==> config.mk <==
export PLATFORM = sky130hd
export DESIGN_NAME = red_pitaya_dac_out
export DESIGN_NICKNAME = d
export VERILOG_FILES = /design/src/rtl/red_pitaya_dac_out.sv
export SDC_FILE = /design/constraint.sdc
export NUM_CORES = 1
export LEC_CHECK = 0
export CAP_MARGIN = 20
export CELL_PAD_IN_SITES_DETAIL_PLACEMENT = 2
export CELL_PAD_IN_SITES_GLOBAL_PLACEMENT = 2
export CORE_MARGIN = 2
export CORE_UTILIZATION = 27
export DETAILED_ROUTE_END_ITERATION = 8
export PLACE_DENSITY = 0.83
export SKIP_CTS_REPAIR_TIMING = 1
export SLEW_MARGIN = 0
export SYNTH_ARGS = -nofsm -noshare
export SYNTH_HDL_FRONTEND = slang
export SYNTH_SLANG_ARGS = --single-unit
export TNS_END_PERCENT = 100
==> constraint.sdc <==
create_clock -name adc_clk -period 2.15 [get_ports adc_clk]
set_input_delay 0.43 -clock adc_clk [delete_from_list [all_inputs] [get_ports adc_clk]]
set_output_delay 0.43 -clock adc_clk [all_outputs]
set_load 0.03 [all_outputs]
==> src/rtl/red_pitaya_dac_out.sv <==
//------------------------------------------------------------------------------
// red_pitaya_dac_out
//
// Output-side counterpart of the ADC capture block. Signed two's-complement
// samples for two channels are saturated to DAC width and converted to the
// DAC's inverted-magnitude code {sign, ~magnitude}. The codes are registered
// for the DDR/ODDR output stage. The block also sequences the DAC reset, holds
// the DAC at midscale until it is enabled and settled, and keeps sticky
// saturation flags.
//
// Ports:
//   adc_clk      in   sole clock (125 MHz)
//   adc_rst      in   asynchronous, active-high reset
//   enable       in   level-sensitive request for live output
//   dat_a_i      in   channel A sample, signed, IN_DATA_WIDTH
//   dat_b_i      in   channel B sample, signed, IN_DATA_WIDTH
//   dat_valid_i  in   qualifies dat_a_i / dat_b_i this cycle
//   sat_clr_i    in   clears the sticky saturation flags
//   dac_dat_a_o  out  channel A DAC code, registered
//   dac_dat_b_o  out  channel B DAC code, registered
//   dac_rst_o    out  DAC reset, active-high
//   dac_active_o out  high while output is live (RUN)
//   sat_a_o      out  sticky: a channel A sample was clipped
//   sat_b_o      out  sticky: a channel B sample was clipped
//------------------------------------------------------------------------------
module red_pitaya_dac_out #(
    parameter int DAC_DATA_WIDTH = 14,
    parameter int IN_DATA_WIDTH  = 16,
    parameter int RST_CYCLES     = 16,
    parameter int SETTLE_CYCLES  = 64
) (
    input  logic                             adc_clk,
    input  logic                             adc_rst,
    input  logic                             enable,
    input  logic signed [IN_DATA_WIDTH-1:0]  dat_a_i,
    input  logic signed [IN_DATA_WIDTH-1:0]  dat_b_i,
    input  logic                             dat_valid_i,
    input  logic                             sat_clr_i,
    output logic        [DAC_DATA_WIDTH-1:0] dac_dat_a_o,
    output logic        [DAC_DATA_WIDTH-1:0] dac_dat_b_o,
    output logic                             dac_rst_o,
    output logic                             dac_active_o,
    output logic                             sat_a_o,
    output logic                             sat_b_o
);

    localparam int CNT_MAX = (RST_CYCLES > SETTLE_CYCLES) ? RST_CYCLES : SETTLE_CYCLES;
    localparam int CNT_W   = $clog2(CNT_MAX + 1);

    localparam logic [CNT_W-1:0] RST_LAST    = CNT_W'(RST_CYCLES - 1);
    localparam logic [CNT_W-1:0] SETTLE_LAST = CNT_W'(SETTLE_CYCLES - 1);

    // Code for signed zero: sign 0, inverted magnitude all ones.
    localparam logic [DAC_DATA_WIDTH-1:0] MID = {1'b0, {(DAC_DATA_WIDTH-1){1'b1}}};

    // Representable DAC range, expressed at input width for comparison.
    localparam logic signed [IN_DATA_WIDTH-1:0] IN_MAX =
        IN_DATA_WIDTH'((2 ** (DAC_DATA_WIDTH-1)) - 1);
    localparam logic signed [IN_DATA_WIDTH-1:0] IN_MIN =
        IN_DATA_WIDTH'(-(2 ** (DAC_DATA_WIDTH-1)));

    typedef enum logic [1:0] {
        ST_RST,
        ST_MUTE,
        ST_RUN
    } state_t;

    state_t           state;
    logic [CNT_W-1:0] cnt;

    logic signed [DAC_DATA_WIDTH-1:0] s_a_p1;
    logic signed [DAC_DATA_WIDTH-1:0] s_b_p1;
    logic        [DAC_DATA_WIDTH-1:0] code_a_p2;
    logic        [DAC_DATA_WIDTH-1:0] code_b_p2;

    logic run;
    logic clip_a;
    logic clip_b;

    //--------------------------------------------------------------------------
    // Saturation / code helpers
    //--------------------------------------------------------------------------
    function automatic logic is_clipped(input logic signed [IN_DATA_WIDTH-1:0] x);
        return (x > IN_MAX) || (x < IN_MIN);
    endfunction

    function automatic logic signed [DAC_DATA_WIDTH-1:0] saturate(
        input logic signed [IN_DATA_WIDTH-1:0] x
    );
        logic signed [DAC_DATA_WIDTH-1:0] r;
        if (x > IN_MAX)
            r = IN_MAX[DAC_DATA_WIDTH-1:0];
        else if (x < IN_MIN)
            r = IN_MIN[DAC_DATA_WIDTH-1:0];
        else
            r = x[DAC_DATA_WIDTH-1:0];
        return r;
    endfunction

    // The DAC wants sign followed by the bitwise-inverted lower bits, so
    // full positive scale maps to 0 and full negative scale to all ones.
    function automatic logic [DAC_DATA_WIDTH-1:0] dac_code(
        input logic signed [DAC_DATA_WIDTH-1:0] s
    );
        return {s[DAC_DATA_WIDTH-1], ~s[DAC_DATA_WIDTH-2:0]};
    endfunction

    assign run    = (state == ST_RUN);
    assign clip_a = is_clipped(dat_a_i);
    assign clip_b = is_clipped(dat_b_i);

    //--------------------------------------------------------------------------
    // Control: reset sequencing, settle timer, RUN indication
    //--------------------------------------------------------------------------
    always_ff @(posedge adc_clk or posedge adc_rst) begin
        if (adc_rst) begin
            state        <= ST_RST;
            cnt          <= '0;
            dac_rst_o    <= 1'b1;
            dac_active_o <= 1'b0;
        end else begin
            case (state)
                ST_RST: begin
                    if (cnt == RST_LAST) begin
                        state     <= ST_MUTE;
                        cnt       <= '0;
                        dac_rst_o <= 1'b0;
                    end else begin
                        cnt <= cnt + CNT_W'(1);
                    end
                end
                ST_MUTE: begin
                    // Any low cycle on enable restarts the settle window.
                    if (!enable) begin
                        cnt <= '0;
                    end else if (cnt == SETTLE_LAST) begin
                        state        <= ST_RUN;
                        cnt          <= '0;
                        dac_active_o <= 1'b1;
                    end else begin
                        cnt <= cnt + CNT_W'(1);
                    end
                end
                ST_RUN: begin
                    if (!enable) begin
                        state        <= ST_MUTE;
                        cnt          <= '0;
                        dac_active_o <= 1'b0;
                    end
                end
                default: begin
                    state        <= ST_RST;
                    cnt          <= '0;
                    dac_rst_o    <= 1'b1;
                    dac_active_o <= 1'b0;
                end
            endcase
        end
    end

    //--------------------------------------------------------------------------
    // Stage p1: saturated sample, forced to zero outside RUN so the first
    // live output is midscale until a valid sample arrives
    //--------------------------------------------------------------------------
    always_ff @(posedge adc_clk or posedge adc_rst) begin
        if (adc_rst) begin
            s_a_p1 <= '0;
            s_b_p1 <= '0;
        end else if (!run) begin
            s_a_p1 <= '0;
            s_b_p1 <= '0;
        end else if (dat_valid_i) begin
            s_a_p1 <= saturate(dat_a_i);
            s_b_p1 <= saturate(dat_b_i);
        end
    end

    //--------------------------------------------------------------------------
    // Stage p2: DAC code register feeding the ODDR stage
    //--------------------------------------------------------------------------
    always_ff @(posedge adc_clk or posedge adc_rst) begin
        if (adc_rst) begin
            code_a_p2 <= MID;
            code_b_p2 <= MID;
        end else if (run) begin
            code_a_p2 <= dac_code(s_a_p1);
            code_b_p2 <= dac_code(s_b_p1);
        end else begin
            code_a_p2 <= MID;
            code_b_p2 <= MID;
        end
    end

    assign dac_dat_a_o = code_a_p2;
    assign dac_dat_b_o = code_b_p2;

    // Sticky clip flags; a clip in the same cycle as a clear still sets the flag.
    always_ff @(posedge adc_clk or posedge adc_rst) begin
        if (adc_rst) begin
            sat_a_o <= 1'b0;
            sat_b_o <= 1'b0;
        end else begin
            if (run && dat_valid_i && clip_a)
                sat_a_o <= 1'b1;
            else if (sat_clr_i)
                sat_a_o <= 1'b0;

            if (run && dat_valid_i && clip_b)
                sat_b_o <= 1'b1;
            else if (sat_clr_i)
                sat_b_o <= 1'b0;
        end
    end

endmodule

Yosys cells after proc, flatten, opt, wreduce, memory -nomap -nowiden

Index checks and enable logic that the tools add are counted.
Widths: inputs -> output; s select.

Bits in read-only memories: 0
Memories: 0
Bits in latches: 0
Bits in registers: 69
Memory bits (writable): 0
Output and inout bits: 32

Shift-type cells: 0
Muxes and demuxes: 29
Div/mod/pow operators: 0
$lt $le $gt $ge: 4
Bitwise logic cells: 4
Reduce and logical (&&, ||, !) cells: 12
Add/sub/neg operators: 1
Multipliers: 0
Equality and inequality tests: 9

Operators with widths:

| kind                 | number |
|---|---|
| $mux 14              | 10 |
| $gt 16x14->1 const B | 2 |
| $lt 16x14->1 const B | 2 |
| $mux 7               | 4 |
| $not 13->13          | 2 |
| $pmux 7 s3           | 1 |
| $ne 2x2->1 const B   | 5 |
| $mux 2               | 4 |
| $reduce_and 4->1     | 2 |
| $add 7x1->7 const B  | 1 |
| $eq 7x4->1 const B   | 1 |
| $eq 7x6->1 const B   | 1 |
| $mux 1               | 7 |
| $pmux 2 s3           | 1 |
| $reduce_bool 2->1    | 2 |
| $logic_and 1x1->1    | 3 |
| $pmux 1 s3           | 1 |
| $eq 2x1->1 const B   | 1 |
| $eq 2x2->1 const B   | 1 |
| $logic_not 2->1      | 1 |
| $logic_or 1x1->1     | 2 |
| $not 1->1            | 2 |
| $pmux 1 s2           | 1 |
| $reduce_and 2->1     | 1 |
| $reduce_or 2->1      | 1 |

Logic depth before layout (Yosys ltp)

Gate-level depths: netlist (run 1).

Word-level depth: 5
Depth in mapped cells: 8

Worst setup path after synthesis (run 1)

No wires, ideal clock.

Path kind: flip-flop to flip-flop
Start: register state[0]
End: register state[0]
Data arrival time: 1.511 ns
Data required time: 2.026 ns
Setup time: 0.124 ns
Path buffers: 2
Cell stages (with the launch flop): 8
Path slack: 0.514 ns
Cells stage by stage: dfrtp_1 inv_1 ha_1 buf_2 and2_1 clkbuf_1 a221o_2 mux2i_1

Longest elaborated chain between the ends: 3

RTL lines:

| item                               | RTL line | text |
|---|---|---|
| start: declaration                 | 68       | `state_t state;` |
| start signal: assignment           | 117      | `state <= ST_RST;` |
| start signal: assignment           | 125      | `state <= ST_MUTE;` |
| start signal: assignment           | 137      | `state <= ST_RUN;` |
| $eq 2x1->1 (tied with other cells) | 122      | `case (state)` |
| $ne 2x2->1 (no source line)        | n/a      |  |
| $reduce_and 4->1 (no source line)  | n/a      |  |

Several ways; a longest one is shown, not always the timed one.
A chain may end at the register's enable or synchronous reset.

Worst setup path after layout (run 1)

Start: register dac_rst_o
End: output port dac_rst_o

RTL lines:

| item                     | RTL line | text |
|---|---|---|
| start: declaration       | 41       | `output logic dac_rst_o,` |
| start signal: assignment | 119      | `dac_rst_o <= 1'b1;` |
| start signal: assignment | 127      | `dac_rst_o <= 1'b0;` |
| start signal: assignment | 154      | `dac_rst_o <= 1'b1;` |

No word-level cell between the ends.

==> impl_metrics.py, run 1 <==
metrics = {
    "layout": {
        "fillers": 1095,
        "final_common_cell": "clkdlybuf4s50_1",
        "antenna_cells": 0,
        "drive_gt1_share_pct": 16.23,
        "mostFrequentLayoutCells": "68 x clkdlybuf4s50_1, 63 x nand2_1, 42 x dfrtp_1",
        "final_cell_area_mm2": 0.003829,
        "areaGrowthSynthToFinish_pct": 39.28,
        "regArea_mm2": 0.001760,
        "multiInputGateArea_um2": 909.6,
        "nNetsFinal": 382,
    },
    "sta": {
        "fin_ws_ps": 154.4,
        "period_share_pct": 92.82,
        "rsz0062_at_grt": "false",
        "relSlewSlack_pct": 73.39,
        "fmax_mhz": 501.1,
        "fin_crit_ps": 1996,
        "fin_skew_ps": 10.62,
        "tightest_slew_ps": 399.2,
        "setup_tns_ps": 0,
        "setup_viol": 0,
        "drv_slew": 0,
        "hold_viol_final": 0,
    },
    "clock_tree": {
        "clk_latency_ps": 360,
        "htree_levels": 3,
        "cts-buffers-inserted": 9,
        "cts_buffer_depth": 2,
        "root_buffer": "clkbuf_8",
        "cts_tree": "yes",
        "cts_sinks": 69,
        "path_clk_slew_ps": 70,
    },
    "power_and_ir_drop": {
        "pwr-share-clk_pct": 45.1,
        "seqPwrFrac_pct": 49.1,
        "intPower_mw": 2.069,
        "combPwrFrac_pct": 5.9,
        "switching_share_pct": 22.43,
        "p_sw_uw": 598.1,
        "irDropWorstVdd_v": 0.0002285,
        "total_leakage_power_nw": 1.614,
        "powerDensity_mw_per_mm2": 696.5,
    },
    "placed_design": {
        "gp_congestion": 0.7460,
        "dpl-instance-area_mm2": 0.003605,
        "dp_slack_ps": 163.3,
        "dp_hpwl_um": 5508,
        "port_buffers": 68,
    },
    "setup_path": {
        "max_stage_delay_ps": 680,
        "crit_path_end_kind": "output pin",
        "reg2reg_depth": 6,
        "crit_type": "flip-flop to output pin",
        "worstPathCellList": "clkdlybuf4s50_1",
        "crit_family": "buffers and inverters",
        "crit_arrival_ps": 1570,
        "timing.rr.end": "s_b_p1[3]",
        "rrSetupSlack_ps": 280,
        "r2r_start": "state[0]",
        "start_kind": "flip-flop",
        "critPathSlowestCell": "clkdlybuf4s50_1",
        "worstPathRequired_ps": 1720,
        "crit_fanout": 2,
        "crit_buf_inv": 1,
    },
    "worst_hold_path": {
        "whs_endpoint": "dac_dat_a_o[0]",
        "hp-start": "s_a_p1[0]",
        "min_path_cells": 1,
        "min_path_type": "flip-flop to flip-flop",
    },
    "floorplanning": {
        "chipHeight_um": 104.9,
        "num_rows": 36,
        "io_pins": 69,
        "die_w_um": 104.9,
        "start_util_pct": 27.99,
        "dieArea_mm2": 0.01100,
        "core_mm2": 0.009819,
    },
    "grt": {
        "grt_pass1_wl_um": 13050,
        "grt_use_met1_pct": 18.76,
        "grt_max_degree": 70,
        "grt_pass1_vias": 2515,
        "gr-usage-met2_pct": 25.97,
        "met3_usage_pct": 3.868,
        "global_route.overflow_total": 0,
        "gr-usage-all-layers_pct": 15.36,
        "grt-busiest-layer": "met2",
        "antenna_found_initial": 0,
    },
    "outcome": {
        "status": "finished, final reports clean",
    },
    "detailed_routing": {
        "drt_pass1_iterations": 4,
        "via_count": 2190,
        "drc": 0,
        "totalWireLength_um": 7781,
        "wl_per_cell_um": 16.28,
        "drt_iter0_drc": 70,
        "ant_nets": 0,
        "vias_per_cell": 4.582,
    },
    "synthesis": {
        "syn-num-nets": 310,
        "synth-edff-count": 0,
        "syn_area_mm2": 0.002749,
        "avgSynthCellArea_um2": 10.26,
        "synthCells": 268,
        "yosys_register_bits": 69,
        "synthArstFlopShare_pct": 100.0,
        "synth_cell_types": 32,
        "yosys_warnings": 0,
        "synth_flop_cell": "dfrtp_1",
        "seq_area_frac_synth_pct": 64.04,
    },
    "flow_run": {
        "cap_viol_max_count": 0,
    },
}
power groups by stage:
stage | Sequential [mW] | Clock [mW] | Combinational (mW)
CTS | 1.31 | 1.23 | 0.161
floorplan | 1.33 | 0 | 0.0557
global placement | 1.33 | 0 | 0.153
detailed placement | 1.33 | 0 | 0.159
global route | 1.31 | 1.28 | 0.175
finish | 1.31 | 1.20 | 0.156
flip-flops by register name, summed over array words and instances (netlist names):
name	count
s_a_p1	14
dac_dat_b_o	14
dac_rst_o	1
dac_active_o	1
sat_b_o	1
dac_dat_a_o	14
sat_a_o	1
s_b_p1	14
state	2
cnt	7
how the worst max path moves through the flow:
stage / from / endpoint / slack [ps] / cells past startpoint
detailed placement: dat_valid_i / s_a_p1[3] / 160 / 4
finish: dac_rst_o / dac_rst_o / 150 / 1
global placement: enable / state[1] / 340 / 4
floorplan: adc_rst / cnt[0] / 20 / 1
CTS: dac_rst_o / dac_rst_o / 130 / 1
global route: state[0] / s_b_p1[3] / 50 / 6
metrics by stage:
stage	cells	total power [mW]	hold slack [ps]	util, %
2_1_floorplan	268	1.386	375.2	-
3_3_place_gp	462	1.485	381.4	36.71
3_5_place_dp	462	1.490	389.1	36.71
4_1_cts	478	2.695	400.0	38.99
5_1_grt	478	2.762	409.6	38.99
6_report	478	2.667	394.9	38.99
cells by family (layout without fill, tap and decap cells):
kind of cell / after synthesis / after routing / synth area share (%)
buffers and inverters: 21 / 98 / 2.959
xor gates and xnor gates: 2 / 2 / 0.6373
DFF: 69 / 69 / 64.04
muxes: 6 / 6 / 2.185
adders and majority gates: 5 / 5 / 2.276
and+or+nand+nor: 117 / 117 / 17.71
AOI/OAI and AO/OA: 48 / 48 / 10.20
area by class of cell:
| class | count | share of cell area (%) |
|---|---|---|
| Sequential cell | 69 | 45.98 |
| Multi-Input combinational cell | 178 | 23.76 |
| Timing Repair Buffer | 74 | 19.28 |
| Tap cell | 133 | 4.346 |
| Clock buffer | 10 | 3.595 |
| Clock inverter | 6 | 2.255 |
| Inverter | 8 | 0.7843 |
synthesized netlist by cell type, drive strengths merged (2+ instances only):
master / number / area (um^2)
nand2: 64 / 242.7
dfrtp: 42 / 1051
nor2: 37 / 138.9
o21ai: 35 / 175.2
dfstp: 27 / 709.4
clkbuf: 11 / 41.29
inv: 8 / 30.03
mux2i: 6 / 60.06
ha: 5 / 62.56
and2: 3 / 18.77
and3: 3 / 20.02
nor2b: 3 / 18.77
a21o: 2 / 15.01
buf: 2 / 10.01
nand4: 2 / 12.51
nor3: 2 / 10.01
o32ai: 2 / 17.52
xor2: 2 / 17.52
layer usage:
| metal | vias up | share of wire, % |
|---|---|---|
| met5 | - | 0 |
| met4 | 0 | 1.8 |
| met3 | 11 | 4.5 |
| met2 | 51 | 50 |
| met1 | 1116 | 44 |
| li1 | 1012 | - |
Note: power is estimated with default switching activity, not from simulation.
==> run 2, diff against run 1 <==
- CORE_UTILIZATION: 27 -> 32
- PLACE_DENSITY: 0.83 -> 0.91
- clock period: 2.15 -> 2.3 ns (I/O delays scaled with it)
==> run 2 against run 1 <==
Compared with the run above:
- flip-flop and latch count is the same
- routed wire length up 2.7%
- global-route usage increased by 3.2 points
- largest power group is now clock
==> impl_metrics.py, run 2 (synthesis gave the netlist of run 1 again) <==
metrics = {
    "placed_design": {
        "dpl-instance-area_mm2": 0.003590,
        "dp_hpwl_um": 5721,
        "dp.cells": 435,
        "port_buffers": 68,
        "gp_congestion": 0.7487,
    },
    "setup_path": {
        "worstPathRequired_ps": 1840,
        "critPathSlowestCell": "clkdlybuf4s50_1",
        "worstPathCellList": "clkdlybuf4s50_1",
        "crit_arrival_ps": 1560,
        "r2r_start": "cnt[0]",
        "reg2reg_depth": 5,
        "crit_family": "buffers and inverters",
        "crit_fanout": 1,
        "timing.rr.end": "cnt[4]",
        "crit_type": "flip-flop to output pin",
        "crit_buf_inv": 1,
        "crit_path_end_kind": "output pin",
        "rrSetupSlack_ps": 530,
        "start_kind": "flip-flop",
        "crit_cells": 1,
        "max_stage_delay_ps": 670,
    },
    "layout": {
        "final_cells": 451,
        "mostFrequentLayoutCells": "68 x clkdlybuf4s50_1, 63 x nand2_1, 42 x dfrtp_1",
        "areaGrowthSynthToFinish_pct": 39.60,
        "multiInputGateArea_um2": 909.6,
        "final_common_cell": "clkdlybuf4s50_1",
        "regArea_mm2": 0.001760,
        "antenna_cells": 0,
        "finish.utilization_pct": 46.47,
        "final_cell_area_mm2": 0.003837,
        "drive_gt1_share_pct": 16.47,
        "fillers": 875,
        "nNetsFinal": 383,
    },
    "detailed_routing": {
        "vias_per_cell": 4.814,
        "drt_pass1_iterations": 4,
        "ant_nets": 0,
        "wl_per_cell_um": 17.72,
        "totalWireLength_um": 7991,
        "drt_iter0_drc": 52,
        "drc": 0,
        "via_count": 2171,
    },
    "worst_hold_path": {
        "min_path_cells": 1,
        "whs_endpoint": "dac_dat_b_o[6]",
        "hp-start": "s_b_p1[6]",
        "min_path_type": "flip-flop to flip-flop",
    },
    "grt": {
        "grt_pass1_wl_um": 13560,
        "global_route.overflow_total": 0,
        "antenna_found_initial": 0,
        "grt_pass1_vias": 2549,
        "grt_max_degree": 33,
        "gr-usage-all-layers_pct": 18.60,
    },
    "sta": {
        "hold_ws_ps": 399.7,
        "fin_skew_ps": 7.411,
        "fmax_mhz": 494.6,
        "fin_crit_ps": 2022,
        "hold_viol_final": 0,
        "setup_viol": 0,
        "period_share_pct": 87.90,
        "relSlewSlack_pct": 61.77,
        "drv_slew": 0,
        "rsz0062_at_grt": "false",
        "setup_tns_ps": 0,
        "tightest_slew_ps": 572.7,
    },
    "clock_tree": {
        "path_clk_slew_ps": 80,
        "cts-buffers-inserted": 9,
        "cts_tree": "yes",
        "root_buffer": "clkbuf_8",
        "htree_levels": 3,
        "clk_latency_ps": 350,
        "cts_buffer_depth": 2,
        "cts_sinks": 69,
    },
    "floorplanning": {
        "io_pins": 69,
        "core_mm2": 0.008258,
        "num_rows": 33,
        "dieArea_mm2": 0.009348,
        "start_util_pct": 33.29,
        "die_w_um": 96.69,
        "chipHeight_um": 96.69,
    },
    "power_and_ir_drop": {
        "powerDensity_mw_per_mm2": 679.7,
        "total_leakage_power_nw": 1.630,
        "irDropWorstVdd_v": 0.0002639,
    },
    "outcome": {
        "status": "finished, final reports clean",
    },
    "flow_run": {
        "cap_viol_max_count": 0,
    },
}
-- run 2: cell count changes in the layout (fill, tap and decap cells not counted) --
cell        previous run  this run
clkinv_4               1         0
clkinvlp_4             1         2
clkinv_2               2         1
bufinv_16              2         3
buf_12                 1         2
-- run 2: power by group --
| group | switching [mW] | leakage [nW] | internal [mW] |
|---|---|---|---|
| Sequential | 0.00520 | 0.863 | 1.22 |
| Combinational | 0.0729 | 0.648 | 0.0796 |
| Clock | 0.484 | 0.119 | 0.748 |
| Total | 0.562 | 1.63 | 2.05 |
-- run 2: metal layers --
layer / GRT usage, % / part of all wire [%]
met1: 22.83 / 43
met2: 31.68 / 51
met3: 4.191 / 4.4
met4: 7.584 / 1.6
met5: 0 / 0
-- run 2: per-stage QoR --
| step | worst slack, ps | total power, mW |
|---|---|---|
| 4_1_cts | 257.5 | 2.640 |
| 3_5_place_dp | 389.2 | 1.399 |
| 2_1_floorplan | 144.8 | 1.296 |
| 3_3_place_gp | 482.3 | 1.393 |
| 6_report | 278.3 | 2.608 |
| 5_1_grt | 233.7 | 2.715 |
-- run 2: final cells by class --
cell class,instances,area share (%)
Timing Repair Buffer,75,19.76
Multi-Input combinational cell,178,23.70
Clock inverter,6,2.869
Clock buffer,10,3.587
Sequential cell,69,45.88
Inverter,8,0.7825
Tap cell,105,3.424
-- run 2: worst max path at each step --
| stage | startpoint | end | slack [ps] |
|---|---|---|---|
| 2_1_floorplan | adc_rst | cnt[0] | 140 |
| 3_3_place_gp | dat_valid_i | s_b_p1[4] | 480 |
| 3_5_place_dp | dat_valid_i | s_b_p1[11] | 390 |
| 4_1_cts | dac_dat_a_o[2] | dac_dat_a_o[2] | 260 |
| 5_1_grt | dac_dat_a_o[2] | dac_dat_a_o[2] | 230 |
| 6_report | dac_dat_a_o[2] | dac_dat_a_o[2] | 280 |
